===== src/rtl/shift_pkg.sv =====
// Shared opcode and FSM encodings for the mARC shift execution unit.
package shift_pkg;

  localparam logic [1:0] OP_SLL = 2'b00;
  localparam logic [1:0] OP_SRL = 2'b01;
  localparam logic [1:0] OP_SRA = 2'b10;
  localparam logic [1:0] OP_ILL = 2'b11;

  typedef enum logic [1:0] {
    ST_IDLE = 2'b00,
    ST_EXEC = 2'b01,
    ST_DONE = 2'b10
  } state_t;

endpackage


===== src/rtl/right_shifter.sv =====
// Combinational logical right barrel shifter: log2(width) stages of power-of-two shifts.
module right_shifter #(
  parameter int width = 16,
  localparam int l = $clog2(width)
) (
  input  logic [width-1:0] a,
  input  logic [l-1:0]     amount,
  output logic [width-1:0] y
);

  logic [width-1:0] stage;

  always_comb begin
    stage = a;
    for (int i = 0; i < l; i++) begin
      if (amount[i]) stage = stage >> (1 << i);
    end
    y = stage;
  end

endmodule


===== src/rtl/shift_unit.sv =====
// Sequential shift unit: accept request, one EXEC cycle through right_shifter, hold result.
// Optional macro SHIFT_SRA_EN enables the arithmetic right shift on op 10.
module shift_unit
  import shift_pkg::*;
#(
  parameter int width = 16,
  localparam int l = $clog2(width)
) (
  input  logic             clk,
  input  logic             rst,
  input  logic             in_valid,
  output logic             in_ready,
  input  logic [1:0]       op,
  input  logic [width-1:0] a,
  input  logic [l-1:0]     b,
  output logic             out_valid,
  input  logic             out_ready,
  output logic [width-1:0] y,
  output logic             n,
  output logic             z,
  output logic             c,
  output logic             err,
  output state_t           dbg_state
);

  // Handshake: a transfer happens on an edge where valid and ready are both high;
  // in_ready is high only in IDLE, out_valid only in DONE, so the two never overlap.

  state_t state, state_nxt;

  logic [width-1:0] a_r;
  logic [l-1:0]     b_r;
  logic [1:0]       op_r;

  logic [width-1:0] rev_a, sh_in, sh_y, res_y, carry_src;
  logic             res_err, res_c;

  function automatic logic [width-1:0] bit_rev(input logic [width-1:0] v);
    logic [width-1:0] r;
    for (int i = 0; i < width; i++) r[i] = v[width-1-i];
    return r;
  endfunction

  always_ff @(posedge clk) begin
    if (rst) state <= ST_IDLE;
    else     state <= state_nxt;
  end

  always_comb begin
    state_nxt = state;
    case (state)
      ST_IDLE: if (in_valid)  state_nxt = ST_EXEC;
      ST_EXEC:                state_nxt = ST_DONE;
      ST_DONE: if (out_ready) state_nxt = ST_IDLE;
      default:                state_nxt = ST_IDLE;
    endcase
  end

  assign in_ready  = (state == ST_IDLE);
  assign out_valid = (state == ST_DONE);
  assign dbg_state = state;

  always_ff @(posedge clk) begin
    if (rst) begin
      a_r  <= '0;
      b_r  <= '0;
      op_r <= '0;
    end else if (state == ST_IDLE && in_valid) begin
      a_r  <= a;
      b_r  <= b;
      op_r <= op;
    end
  end

  // Left shifts reuse the right shifter by reversing the operand on the way in and out.
  assign rev_a = bit_rev(a_r);
  assign sh_in = (op_r == OP_SLL) ? rev_a : a_r;

  right_shifter #(.width(width)) u_right_shifter (
    .a      (sh_in),
    .amount (b_r),
    .y      (sh_y)
  );

  always_comb begin
    res_y     = a_r;
    res_err   = 1'b0;
    carry_src = a_r;
    case (op_r)
      OP_SLL: begin
        res_y     = bit_rev(sh_y);
        carry_src = rev_a;
      end
      OP_SRL: res_y = sh_y;
`ifdef SHIFT_SRA_EN
      OP_SRA: res_y = sh_y | (a_r[width-1] ? ~({width{1'b1}} >> b_r) : '0);
`endif
      default: begin
        res_y   = a_r;
        res_err = 1'b1;
      end
    endcase
    // Last bit shifted out; rev_a[b-1] is a[width-b] for left shifts.
    res_c = (!res_err && b_r != '0) ? carry_src[b_r - l'(1)] : 1'b0;
  end

  always_ff @(posedge clk) begin
    if (rst) begin
      y   <= '0;
      n   <= 1'b0;
      z   <= 1'b0;
      c   <= 1'b0;
      err <= 1'b0;
    end else if (state == ST_EXEC) begin
      y   <= res_y;
      n   <= res_y[width-1];
      z   <= (res_y == '0);
      c   <= res_c;
      err <= res_err;
    end
  end

endmodule

===== config.mk =====
export PLATFORM = sky130hd
export DESIGN_NAME = shift_unit
export DESIGN_NICKNAME = d
export VERILOG_FILES = /design/src/rtl/shift_pkg.sv /design/src/rtl/right_shifter.sv /design/src/rtl/shift_unit.sv
export SDC_FILE = /design/constraint.sdc
export NUM_CORES = 1
export LEC_CHECK = 0
export BUFFER_PORTS_ARGS = -buffer_cell sky130_fd_sc_hd__buf_2
export CAP_MARGIN = 20
export CELL_PAD_IN_SITES_DETAIL_PLACEMENT = 1
export CELL_PAD_IN_SITES_GLOBAL_PLACEMENT = 1
export CORE_ASPECT_RATIO = 0.8
export CORE_MARGIN = 5
export CORE_UTILIZATION = 43
export CTS_CLUSTER_SIZE = 12
export DETAILED_ROUTE_END_ITERATION = 7
export HOLD_SLACK_MARGIN = 0.1
export PLACE_DENSITY = 0.81
export SLEW_MARGIN = 0
export SYNTH_ARGS = -nofsm -noshare
export SYNTH_HDL_FRONTEND = slang
export SYNTH_HIERARCHICAL = 1
export SYNTH_SLANG_ARGS = --single-unit

===== constraint.sdc =====
create_clock -name clk -period 4.4 [get_ports clk]
set_input_delay 0.88 -clock clk [delete_from_list [all_inputs] [get_ports clk]]
set_output_delay 0.88 -clock clk [all_outputs]
set_load 0.01 [all_outputs]

==> results.py <==
metrics = {
    "run_status": {
        "status": "complete, no violations",
    },
    "pwr": {
        "clkPwrFrac_pct": 27.3,
        "p_sw_share_pct": 33.0,
        "p_per_area_mw_per_mm2": 299,
        "power.switching_uw": 339,
        "seq_power_share_pct": 43.2,
        "p_int_uw": 687,
        "combinationalPowerShare_pct": 29.5,
        "ir_drop_v": 0.000133,
        "leakagePower_nw": 1.33,
    },
    "sta": {
        "setup-tns-final_ns": 0,
        "setup_violations": 0,
        "worst_slew_margin_rel_pct": 36.5,
        "fin_crit_sh_pct": 83.0,
        "finClkSkew_ns": 0.0103,
        "worst_pin_slew_ns": 0.950,
        "grt_setup_unrepaired": "false",
        "hold_viol_final": 0,
        "max_freq_mhz": 274,
        "finalMaxSlewViolations": 0,
        "layout_min_cycle_time_ns": 3.65,
        "holdWs_ns": 0.455,
    },
    "setup_path": {
        "crit_chain": "nor2_2, buf_4, mux2_2, mux4_2, a22o_1, a31o_1, mux2i_1, o21ai_0, or4_1, nor4_1, a41o_1",
        "cp-start-kind": "register",
        "worstPathArrival_ns": 3.89,
        "slowest_delay_ns": 0.53,
        "critPathKind": "reg -> reg",
        "path_max_fanout": 12,
        "crit_path_end_kind": "register",
        "cp_slowest_cell": "or4_1",
        "cp_data_required_time_ns": 4.64,
        "reg2reg_depth": 11,
    },
    "cts": {
        "cts_tree": "built",
        "postCtsSetupBuffers": 0,
        "tritoncts_num_sinks": 43,
        "clockRootBuffer": "clkbuf_8",
        "clkLatencyLatePin_ns": 0.30,
        "cts-buffers-inserted": 5,
        "ctsHtreeMaxLevel": 2,
        "cts.hold.buffers_added": 0,
        "cts_resized": 0,
        "clockBufferDepth": 2,
        "clkTransAtPathRegs_ns": 0.09,
    },
    "drt": {
        "drt-total-wl_um": 9340,
        "wl_met1_um": 4030,
        "ant_nets": 0,
        "drc": 0,
        "vias": 2878,
        "vias_per_cell": 5.96,
        "dr_wl_met2_um": 4440,
        "wl_met3_um": 678,
        "drt_iter0_drc": 167,
        "top_layer": "met4",
        "wl_per_cell_um": 19.3,
        "dr.pass1.iters": 5,
    },
    "placed_design": {
        "dp.cells": 474,
        "dp_hpwl_um": 7130,
        "port_buffers": 49,
        "dpl_cell_area_mm2": 0.00332,
        "place.gp.congestion": 1.03,
    },
    "die": {
        "fp.dieW_um": 105,
        "io_pins": 50,
        "core_mm2": 0.00693,
        "start_util_pct": 44.5,
        "fp-row-count": 27,
        "dieArea_mm2": 0.00897,
        "die_h_um": 85.7,
    },
    "global_route": {
        "antenna_found_initial": 0,
        "grt_usage_pct": 20.9,
        "grt_pass1_vias": 2934,
        "grt_overflow": 0,
        "grt_max_degree": 45,
        "grt_first_pass_wirelength_um": 15300,
    },
    "layout": {
        "register_area_um2": 861,
        "design_area_mm2": 0.00343,
        "antenna_cells": 0,
        "fin_nets": 423,
        "drive_above_1_share_pct": 26.0,
        "final_common_cell": "nand2_1",
        "utilization_pct": 49.6,
        "nFillCells": 859,
        "multi_input_comb_area_mm2": 0.00205,
        "fin_cells": 483,
        "final_cell_mix": "92 x nand2_1, 49 x buf_2, 45 x a21oi_1",
        "syn_to_final_growth_pct": 11.4,
    },
    "logic_synthesis": {
        "syn_area_mm2": 0.00308,
        "ys_seq_elements": 43,
        "synth_edf_count": 0,
        "synth_ff_type": "dfxtp_1",
        "yosysWarnings": 6,
        "synth_nets": 391,
        "ys_types": 44,
        "ys_seq_area_share_pct": 27.9,
        "avgSynthCellArea_um2": 8.49,
        "syn_inst": 363,
        "async_flop_share_pct": 0,
    },
    "flow_run": {
        "max-cap-violations": 0,
    },
    "hold_path": {
        "min_path_type": "reg -> reg",
        "holdPathStages": 2,
    },
}
==> per-stage QoR <==
step	power, mW	setup slack (ns)
floorplan	0.667	1.23
global placement	0.738	0.919
detailed placement	0.749	0.755
CTS	1.03	0.726
global route	1.08	0.530
finish	1.03	0.746
==> cell usage after synthesis (2+ instances only) <==
library cell	number	share of area, %
nand2b_1	4	0.81
nand2_1	92	11
nor3b_1	2	0.49
buf_2	3	0.49
nor2_1	14	1.7
buf_4	2	0.49
nor3_1	4	0.65
mux4_2	15	11
dfxtp_1	43	28
o21ai_0	18	2.9
nor2b_1	5	1.0
nor4_1	3	0.61
mux2i_1	22	7.1
clkbuf_1	21	2.6
buf_6	4	1.5
or3_1	2	0.41
a22oi_1	7	1.7
o21ai_1	3	0.49
mux4_1	6	5.1
inv_1	4	0.49
a21oi_1	45	7.3
mux2_2	20	7.3
ha_1	2	0.81
o211ai_1	2	0.49
==> area by class of cell <==
class	instances	share of cell area [%]
Timing Repair Buffer	55	8.56
Tap cell	87	3.17
Multi-Input combinational cell	285	59.6
Clock buffer	7	2.81
Clock inverter	1	0.219
Sequential cell	43	25.1
Inverter	5	0.546
==> sequential cells by signal, summed over array words and instances (netlist names) <==
register   flops
y             16
err            1
b_r            4
a_r           16
z              1
c              1
op_r           2
dbg_state      2
==> power by group through the flow <==
| stage | Sequential (mW) | Clock, mW | Combinational, mW |
|---|---|---|---|
| finish | 0.443 | 0.280 | 0.302 |
| global route | 0.446 | 0.307 | 0.330 |
| CTS | 0.442 | 0.284 | 0.300 |
| detailed placement | 0.451 | 0 | 0.298 |
| global placement | 0.449 | 0 | 0.289 |
| floorplan | 0.436 | 0 | 0.230 |
==> layer usage <==
layer,up-vias,GRT usage [%]
li1,1361,-
met1,1381,26.4
met2,112,34.8
met3,24,6.17
met4,0,6.39
met5,-,0
==> final timing paths <==
path,startpoint,end,slack (ns)
worst max register to register,op_r[0],z,0.75
worst min register to register,y[2],y[2],0.46
worst max-delay path,op_r[0],z,0.75
worst min-delay path,y[2],y[2],0.46
==> critical path, delay by kind of cell (launching register included) <==
kind | cells | cell delay, ns
simple gates | 3 | 1.26
mux | 3 | 1.02
compound gates | 4 | 0.71
flops | 1 | 0.34
buf+inv | 1 | 0.27
==> kinds of logic after synthesis <==
kind of cell,synth area share (%)
buffers and inverters,5.60
muxes,31.0
xor gates and xnor gates,0.569
and+or+nand+nor,18.8
DFF,27.9
AOI/OAI and AO/OA,15.3
adders and majority gates,0.812
No activity file was read; power rests on OpenSTA's default activity.
